<file path="config.mk">
export PLATFORM = sky130hd
export DESIGN_NAME = m_timer_sequencer
export DESIGN_NICKNAME = d
export VERILOG_FILES = /design/src/rtl/m_timer_sequencer.sv
export SDC_FILE = /design/constraint.sdc
export NUM_CORES = 1
export LEC_CHECK = 0
export ABC_AREA = 0
export CORE_UTILIZATION = 53
export DETAILED_ROUTE_END_ITERATION = 6
export HOLD_SLACK_MARGIN = 0.12
export PLACE_DENSITY_LB_ADDON = 0.1
export SLEW_MARGIN = 10
export SYNTH_ARGS = -nofsm -noshare
export SYNTH_HDL_FRONTEND = slang
export SYNTH_SLANG_ARGS = --single-unit
</file>
<file path="constraint.sdc">
create_clock -name clk -period 6 [get_ports clk]
set_clock_uncertainty 0.2 [all_clocks]
set_input_delay 1.2 -clock clk [delete_from_list [all_inputs] [get_ports clk]]
set_output_delay 1.2 -clock clk [all_outputs]
set_load 0.005 [all_outputs]
</file>
<file path="src/rtl/m_timer_sequencer.sv">
// Control FSM for a BCD kitchen timer. It steers an external min:sec counter chain
// and drives the alarm buzzer.
module m_timer_sequencer #(
  parameter int unsigned ALARM_SEC = 10
) (
  input  logic        clk,
  input  logic        reset,
  input  logic        tick,
  input  logic        btn_start,
  input  logic        btn_stop,
  input  logic        btn_sec,
  input  logic        btn_min,
  input  logic [15:0] time_in,
  output logic        mode,
  output logic        clken,
  output logic        cb_sec,
  output logic        cb_min,
  output logic        buzzer,
  output logic        running,
  output logic [1:0]  state
);

  typedef enum logic [1:0] {
    IDLE  = 2'd0,
    RUN   = 2'd1,
    PAUSE = 2'd2,
    ALARM = 2'd3
  } state_t;

  localparam logic [7:0] ALARM_LIMIT = 8'(ALARM_SEC);

  state_t     fsm;
  logic [7:0] alarm_cnt;
  logic       zero;

  assign zero  = (time_in == 16'h0000);
  assign state = fsm;

  always_ff @(posedge clk or posedge reset) begin
    if (reset) begin
      fsm       <= IDLE;
      mode      <= 1'b0;
      clken     <= 1'b0;
      cb_sec    <= 1'b0;
      cb_min    <= 1'b0;
      buzzer    <= 1'b0;
      running   <= 1'b0;
      alarm_cnt <= 8'd0;
    end else begin
      cb_sec <= 1'b0;
      cb_min <= 1'b0;
      unique case (fsm)
        IDLE: begin
          // An accepted start outranks any same-cycle set buttons.
          if (btn_start && !btn_stop && !zero) begin
            fsm     <= RUN;
            mode    <= 1'b1;
            clken   <= 1'b1;
            running <= 1'b1;
          end else begin
            cb_sec <= btn_sec;
            cb_min <= btn_min;
          end
        end
        RUN: begin
          if (btn_stop) begin
            fsm     <= IDLE;
            mode    <= 1'b0;
            clken   <= 1'b0;
            running <= 1'b0;
          end else if (btn_start) begin
            fsm     <= PAUSE;
            running <= 1'b0;
          end else if (tick) begin
            // At 00:00 the tick raises the alarm instead of borrowing to 99:59.
            if (zero) begin
              fsm       <= ALARM;
              mode      <= 1'b0;
              clken     <= 1'b0;
              running   <= 1'b0;
              buzzer    <= 1'b1;
              alarm_cnt <= 8'd0;
            end else begin
              cb_sec <= 1'b1;
            end
          end
        end
        PAUSE: begin
          if (btn_stop) begin
            fsm   <= IDLE;
            mode  <= 1'b0;
            clken <= 1'b0;
          end else if (btn_start) begin
            fsm     <= RUN;
            running <= 1'b1;
          end
        end
        ALARM: begin
          if (btn_stop || btn_start) begin
            fsm    <= IDLE;
            buzzer <= 1'b0;
          end else if (tick) begin
            alarm_cnt <= alarm_cnt + 8'd1;
            if (alarm_cnt + 8'd1 == ALARM_LIMIT) begin
              fsm    <= IDLE;
              buzzer <= 1'b0;
            end else begin
              buzzer <= ~buzzer;
            end
          end
        end
        default: fsm <= IDLE;
      endcase
    end
  end

endmodule

</file>
==> impl_metrics.yaml, run 1 <==
outcome:
  status: "completed"
power:
  p_total_uw: 490.9
  power_frac_clock: 0.130
  power.switching_uw: 201.4
  peakVddDrop_mv: 0.2950
  power_frac_seq: 0.320
  sw_frac_of_total: 0.4102
  p_comb_frac: 0.551
  power_density_nw_per_um2: 303.0
  p_leak_uw: 0.0006405
  intPower_uw: 289.5
synthesis:
  yosysUniqueCellTypes: 52
  synth_fp_nets: 164
  syn-cell-area_um2: 1296
  synth.avg_cell_area_um2: 9.673
  ys_ff_latch: 15
  ys_async_sr_fraction: 1.000
  synth_edf_count: 0
  yosys_warnings: 0
  synth_top_area_frac: 0.2896
  syn_inst: 134
  yosysMostFrequentCell: "dfrtp_1"
  synthTopCellsByArea: "dfrtp_1 (29%), ha_1 (6.8%), nor4_4 (6.6%)"
  synth_largest_area_cell: "dfrtp_1"
  yosysSeqAreaShare: 0.2896
  yosys-top-cells-count: "dfrtp_1 (15), nand2_1 (11), a21oi_1 (8), nor2_1 (8), ha_1 (7)"
  synth_flop_cell: "dfrtp_1"
place:
  portBuffers: 30
  dp_hpwl_mm: 2.300
  dp_slack_ns: 2.579
  place_congestion: 0.8233
  placed_area_um2: 1593
cells_and_area:
  postLayoutCellArea_um2: 1620
  syn_to_final_growth_pct: 25.00
  nFillCells: 181
  drive_above_1_share: 0.1429
  regArea_um2: 375.4
  multi_input_area_um2: 859.6
  fin_nets: 192
  antennaDiodeCount: 0
flow_run:
  drv_cap: 0
timing:
  finalCritPeriodShare: 0.5203
  tns_ns: 0
  worst_pin_slew_ns: 0.7399
  rsz0062_at_grt: "no"
  period_needed_ns: 3.122
  final_hold_viol_count: 0
  fin_ws_ns: 2.878
  slew_violations: 0
  setup_viol: 0
  slew_headroom: 0.5067
  max_freq_mhz: 320.3
global_routing:
  antenna_found_initial: 0
  grt_use_met3: 0.04167
  grt_pass1_vias: 1114
  gr-total-overflow: 0
  grtUsageTotal: 0.2575
  grt_max_degree: 21
  met2_usage: 0.4199
  grt_first_pass_wirelength_mm: 5.057
  grt.busiest_layer: "met2"
  met1_usage: 0.3352
clock_network:
  htreeDepth: 1
  postCtsHoldBufs: 0
  clockRootBuffer: "clkbuf_4"
  numCtsBuffers: 3
  cts_tree: "done"
  clk_pin_slew_ns: 0.09
  clk_latency_ns: 0.30
  cts_setup_buffers: 0
  cts_buffer_depth: 2
  cts_sinks: 15
  cts_resized: 0
worst_setup_path:
  cp-end-kind: "register"
  slowest_delay_ns: 0.44
  r2r-start: "state[1]"
  start_kind: "input port"
  crit_arrival_ns: 3.14
  crit_chain: "clkdlybuf4s50_1, nor4_4, and4_1, nor2_2, o32ai_2, mux2i_1"
  cp.required_ns: 6.02
  crit_start: "time_in[1]"
  critPathKind: "in2reg"
  crit_path_max_fanout: 8
  slowest_stage: "clkdlybuf4s50_1"
routing:
  dr.pass1.iters: 4
  dr_total_vias: 1168
  drtAntennaViolNets: 0
  drt_iter0_drc: 37
  vias_per_cell: 6.180
  routedWlPerCell_um: 16.17
  wl_mm: 3.057
  drc: 0
die:
  die_height_um: 51.46
  core-area_um2: 2255
  start_util: 0.5749
  rows: 17
  dieArea_um2: 2648
  num_io_pins: 31
  fp.dieW_um: 51.46
hold_path:
  hp-class: "reg2reg"
  hp-start: "clken"
## flip-flops by register name, summed over array words and instances (netlist names)
signal,cells
alarm_cnt,8
buzzer,1
cb_min,1
cb_sec,1
clken,1
running,1
state,2
## kinds of logic (layout without fill, tap and decap cells)
group           after synthesis  after routing  synth area share
flops                        15             15            0.2896
fa+ha+maj                     7              7           0.06756
buf+inv                      13             40           0.04729
simple gates                 60             60            0.3321
mux                           4              4           0.03185
compound gates               35             35            0.2317
## critical path: cells and delay by family
| kind | cells | cell delay [ns] |
|---|---|---|
| mux | 1 | 0.23 |
| buf+inv | 1 | 0.44 |
| compound gates | 1 | 0.37 |
| simple gates | 3 | 0.90 |
## metal layers
metal,up-vias,routed length (um)
li1,562,-
met1,566,1436
met2,35,1433
met3,5,145
met4,0,40
met5,-,0
## power by group through the flow
stage                     Clock [uW]  Combinational (uW)  Sequential [uW]
final                           63.6                 270              157
after global routing            68.2                 297              161
after CTS                       63.3                 271              156
after detailed placement           0                 270              157
after global placement             0                 263              156
after floorplan                    0                 179              154
## stage by stage
| step | hold WS (ns) | cells | utilization |
|---|---|---|---|
| finish | 0.3417 | 189 | 0.7186 |
| global placement | 0.2977 | 185 | 0.7064 |
| detailed placement | 0.3124 | 185 | 0.7064 |
| global route | 0.3850 | 189 | 0.7186 |
| CTS | 0.3342 | 189 | 0.7186 |
| floorplan | 0.3084 | 134 | - |
## worst paths after layout
kind	end	slack (ns)	cells after the start
min in group asynchronous	alarm_cnt[2]	1.05	2
max reg2reg	state[0]	3.50	7
max	state[0]	2.88	6
min reg2reg	clken	0.34	2
max in group asynchronous	cb_sec	4.14	2
min	clken	0.34	2
## final cells by class
cell class | instances | area share
multi-input combinational | 106 | 0.5305
timing repair buffer | 30 | 0.1853
sequential | 15 | 0.2317
tap | 28 | 0.02162
inverter | 6 | 0.01390
clock inverter | 1 | 0.003089
clock buffer | 3 | 0.01390
## placed cells by master, fill, tap and decap left out, drive strengths merged, types with 3 or more instances in the layout
cell type	n
nand2	11
a221o	6
ha	7
nor4	5
and2	3
clkdlybuf4s50	30
nand4	4
clkbuf	3
dfrtp	15
inv	6
or2b	3
nor2	9
mux2i	3
o21ai	4
nor3b	5
nand2b	5
and3	5
a21oi	10
o31ai	3
No activity file was read; power rests on OpenSTA's default activity.
==> inputs of run 2 (changes only) <==
--- a/config.mk
+++ b/config.mk
@@ -6,7 +6,7 @@
 export NUM_CORES = 1
 export LEC_CHECK = 0
 export ABC_AREA = 0
-export CORE_UTILIZATION = 53
+export CORE_UTILIZATION = 45
 export DETAILED_ROUTE_END_ITERATION = 6
 export HOLD_SLACK_MARGIN = 0.12
 export PLACE_DENSITY_LB_ADDON = 0.1
==> constraint.sdc (replaced) <==
create_clock -name clk -period 2.8 [get_ports clk]
set_clock_uncertainty 0.2 [all_clocks]
set_input_delay 0.56 -clock clk [delete_from_list [all_inputs] [get_ports clk]]
set_output_delay 0.56 -clock clk [all_outputs]
set_load 0.005 [all_outputs]
==> impl_metrics.yaml, run 2 (synthesis gave the netlist of run 1 again) <==
global_routing:
  gr-total-overflow: 0
  antenna_found_initial: 0
  grt_pass1_vias: 1243
  grt_max_degree: 17
  grtUsageTotal: 0.2287
  grt_first_pass_wirelength_mm: 5.582
place:
  portBuffers: 30
  place_congestion: 0.8075
  dp_slack_ns: 0.03112
  dp_hpwl_mm: 2.560
routing:
  dr_total_vias: 1159
  dr.pass1.iters: 4
  drtAntennaViolNets: 0
  drc: 0
  wl_mm: 3.262
  routedWlPerCell_um: 16.56
  vias_per_cell: 5.883
  drt_iter0_drc: 45
timing:
  rsz0062_at_grt: "no"
  period_needed_ns: 2.467
  max_freq_mhz: 405.4
  fin_ws_ns: 0.3334
  slew_headroom: 0.5744
  finalCritPeriodShare: 0.8809
  slew_violations: 0
  tns_ns: 0
  final_hold_viol_count: 0
  worst_pin_slew_ns: 0.6377
  setup_viol: 0
power:
  p_comb_frac: 0.564
  peakVddDrop_mv: 0.4224
  sw_frac_of_total: 0.4081
  power_density_nw_per_um2: 644.1
  p_total_uw: 1070
  intPower_uw: 633.5
  power_frac_clock: 0.125
  power_frac_seq: 0.311
  power.switching_uw: 436.7
  p_leak_uw: 0.0006666
clock_network:
  cts_tree: "done"
  cts_sinks: 15
  cts_resized: 0
  postCtsHoldBufs: 0
  clockRootBuffer: "clkbuf_4"
  numCtsBuffers: 3
  cts_buffer_depth: 2
  clk_latency_ns: 0.30
  clk_pin_slew_ns: 0.11
  cts_setup_buffers: 0
  htreeDepth: 1
cells_and_area:
  drive_above_1_share: 0.1687
  post-route-util: 0.6078
  fin_nets: 197
  antennaDiodeCount: 0
  largest_reg_flops: 8
  layout_commonest_cell: "clkdlybuf4s50_1"
  final_cell_mix: "clkdlybuf4s50_1 (30), dfrtp_1 (15), nand2_1 (11)"
  largest_register: "alarm_cnt"
  syn_to_final_growth_pct: 28.19
die:
  fp.dieW_um: 55.67
  num_io_pins: 31
  dieArea_um2: 3099
  core-area_um2: 2734
  die_height_um: 55.67
  start_util: 0.4741
  rows: 19
worst_setup_path:
  r2r-start: "alarm_cnt[0]"
  rr_worst_depth: 6
  crit_arrival_ns: 2.48
  endpoint: "state[0]"
  cp-end-kind: "register"
  reg2reg_slack_ns: 0.49
  start_kind: "input port"
  cp.required_ns: 2.81
  crit_chain: "clkdlybuf4s50_1, nor4_4, and4_1, nor2_2, o32ai_2, mux2i_1"
  slowest_delay_ns: 0.45
  r2r_end: "buzzer"
  critPathKind: "in2reg"
  crit_path_max_fanout: 8
  crit_start: "time_in[1]"
  slowest_stage: "clkdlybuf4s50_1"
outcome:
  status: "completed"
flow_run:
  drv_cap: 0
hold_path:
  hp-start: "clken"
  hp-class: "reg2reg"
## run 2: final cells by class
type	instances	area, um^2
flip-flops and latches	15	375.4
clock buffers	3	22.52
clock inverters	1	5.005
repair buffers	35	337.8
inverters	6	22.52
multi-input cells	106	859.6
fillers	244	1072
well taps	31	38.79
## run 2: critical path: cells and delay by family
| kind | cells | cell delay [ns] |
|---|---|---|
| AO/OA/AOI/OAI | 1 | 0.37 |
| buffers and inverters | 1 | 0.45 |
| multiplexers | 1 | 0.22 |
| AND/OR/NAND/NOR | 3 | 0.87 |
## run 2: power groups by stage
stage,sequential (uW),combinational (uW),clock (uW)
floorplan,329,384,0
global placement,333,584,0
CTS,334,606,138
global route,343,660,146
detailed placement,338,602,0
finish,333,604,133
## run 2: per-layer routing
| metal | global-route usage | share of wire |
|---|---|---|
| met1 | 0.2742 | 0.44 |
| met5 | 0 | 0 |
| met4 | 0.08571 | 0.016 |
| met2 | 0.4131 | 0.51 |
| met3 | 0.03023 | 0.034 |
## run 2: how the worst min path moves through the flow
stage	end	slack, ns	cells after the start
2_1_floorplan	alarm_cnt[0]	0.26	1
3_3_place_gp	clken	0.31	2
3_5_place_dp	clken	0.31	2
4_1_cts	clken	0.34	2
5_1_grt	clken	0.38	2
6_report	clken	0.33	2
## run 2: metrics by stage
| stage | instances | cell area, um^2 | hold slack [ns] |
|---|---|---|---|
| after CTS | 197 | 1662 | 0.3379 |
| final | 197 | 1662 | 0.3330 |
| after detailed placement | 193 | 1634 | 0.3088 |
| after floorplan | 134 | 1296 | 0.2615 |
| after global placement | 193 | 1634 | 0.3098 |
| after global routing | 197 | 1662 | 0.3799 |
==> inputs of run 3 (changes only) <==
--- a/config.mk
+++ b/config.mk
@@ -6,6 +6,7 @@
 export NUM_CORES = 1
 export LEC_CHECK = 0
 export ABC_AREA = 0
+export ABC_CLOCK_PERIOD_IN_PS = 2000
 export CORE_UTILIZATION = 45
 export DETAILED_ROUTE_END_ITERATION = 6
 export HOLD_SLACK_MARGIN = 0.12
==> constraint.sdc (replaced) <==
create_clock -name clk -period 2 [get_ports clk]
set_clock_uncertainty 0.2 [all_clocks]
set_input_delay 0.4 -clock clk [delete_from_list [all_inputs] [get_ports clk]]
set_output_delay 0.4 -clock clk [all_outputs]
set_load 0.005 [all_outputs]
==> impl_metrics.yaml, run 3 (synthesis gave the netlist of run 1 again) <==
clock_network:
  clk_latency_ns: 0.30
  clockRootBuffer: "clkbuf_4"
  cts_tree: "done"
  postCtsHoldBufs: 0
  numCtsBuffers: 3
  cts_buffer_depth: 2
  cts_sinks: 15
  htreeDepth: 1
  clk_pin_slew_ns: 0.10
power:
  power_frac_clock: 0.116
  p_comb_frac: 0.611
  power.switching_uw: 663.5
  intPower_uw: 997.3
  p_leak_uw: 0.0008881
  peakVddDrop_mv: 0.6954
  power_density_nw_per_um2: 846.6
  sw_frac_of_total: 0.3995
  power_frac_seq: 0.273
flow_run:
  drv_cap: 0
timing:
  max_freq_mhz: 498.4
  worst_pin_slew_ns: 0.3289
  final_hold_viol_count: 0
  finalCritPeriodShare: 1.003
  tns_ns: -0.006336
  slew_headroom: 0.7805
  rsz0062_at_grt: "yes"
  fin_ws_ns: -0.006336
  slew_violations: 0
  period_needed_ns: 2.006
  setup_viol: 1
worst_setup_path:
  rr_worst_depth: 6
  cp.required_ns: 1.99
  slowest_stage: "or4b_4"
  crit_chain: "ha_4, and2_4, or4b_4, a21oi_4, o41ai_2, mux2_4"
  crit_arrival_ns: 2.00
  crit_path_max_fanout: 3
  r2r-start: "alarm_cnt[0]"
  cp-end-kind: "register"
  crit_start: "alarm_cnt[0]"
  start_kind: "register"
  slowest_delay_ns: 0.46
  critPathKind: "reg2reg"
routing:
  drt_iter0_drc: 61
  routedWlPerCell_um: 15.64
  dr.pass1.iters: 4
  drtAntennaViolNets: 0
  dr_total_vias: 1316
  wl_mm: 3.535
  drc: 0
  vias_per_cell: 5.823
die:
  core-area_um2: 2734
  fp.dieW_um: 55.67
  rows: 19
  num_io_pins: 31
  start_util: 0.4741
  dieArea_um2: 3099
  die_height_um: 55.67
cells_and_area:
  layout_commonest_cell: "buf_4"
  antennaDiodeCount: 0
  largest_reg_flops: 8
  drive_above_1_share: 0.3538
  postLayoutCellArea_um2: 1962
  largest_register: "alarm_cnt"
  syn_to_final_growth_pct: 51.35
  final_cell_mix: "buf_4 (32), dfrtp_1 (12), clkdlybuf4s50_1 (12)"
  fin_nets: 226
global_routing:
  gr-total-overflow: 0
  antenna_found_initial: 0
  grt_pass1_vias: 1264
  grtUsageTotal: 0.2440
  grt_max_degree: 14
  grt_first_pass_wirelength_mm: 5.920
outcome:
  failed_checks: "setup timing"
  status: "finished, violations left"
hold_path:
  hp-class: "in2async"
place:
  place_congestion: 0.8887
  dp_hpwl_mm: 2.682
  portBuffers: 30
  placed_area_um2: 1836
==> run 3: timing repair <==
item                                    in CTS  in global routing
endpoints found under the setup margin      13                  9
pin swaps                                   10                  8
cloned                                       0                  0
setup buffers                                2                  2
resized for setup                           18                 20
==> run 3: routing by layer <==
layer / vias to the layer above / share of wire / global-route usage
met5: - / 0 / 0
met3: 4 / 0.044 / 0.03488
li1: 626 / - / -
met2: 41 / 0.49 / 0.4028
met1: 645 / 0.45 / 0.3255
met4: 0 / 0.014 / 0.08571
==> run 3: area by class of cell <==
class	instances	area [um^2]
clock buffers	3	22.52
fillers	211	772.0
repair buffers	64	563.0
well taps	31	38.79
multi-input cells	106	930.9
flip-flops and latches	15	379.1
inverters	6	22.52
clock inverters	1	5.005
==> run 3: final timing paths <==
kind / endpoint / slack (ns)
min reg2reg: clken / 0.33
max in group asynchronous: alarm_cnt[1] / 1.01
min in group clk: clken / 0.33
min: cb_sec / 0.14
max: buzzer / -0.006
max reg2reg: buzzer / -0.006
==> run 3: stage by stage <==
step / power (uW) / hold slack, ns / std cells / setup slack, ns / util
2_1_floorplan: 1008 / 0.1014 / 134 / 0.0009920 / -
3_3_place_gp: 1359 / 0.2975 / 218 / -0.4496 / 0.6714
3_5_place_dp: 1394 / 0.3152 / 218 / -0.4994 / 0.6714
4_1_cts: 1604 / 0.1530 / 224 / 0.008010 / 0.6883
5_1_grt: 1792 / 0.1712 / 226 / -0.04565 / 0.7176
6_report: 1661 / 0.1399 / 226 / -0.006336 / 0.7176
==> run 3: critical path: cells and delay by family, from the launching register on <==
family,cells,cell delay (ns)
AO/OA/AOI/OAI,2,0.28
flip-flops,1,0.43
adder cells (fa/ha/maj),1,0.14
AND/OR/NAND/NOR,2,0.59
multiplexers,1,0.25
==> run 3: power by group through the flow <==
stage | Clock (uW) | Sequential, uW | Combinational, uW
floorplan | 0 | 466 | 542
global placement | 0 | 457 | 902
detailed placement | 0 | 460 | 933
CTS | 201 | 454 | 949
global route | 209 | 466 | 1120
finish | 192 | 454 | 1020
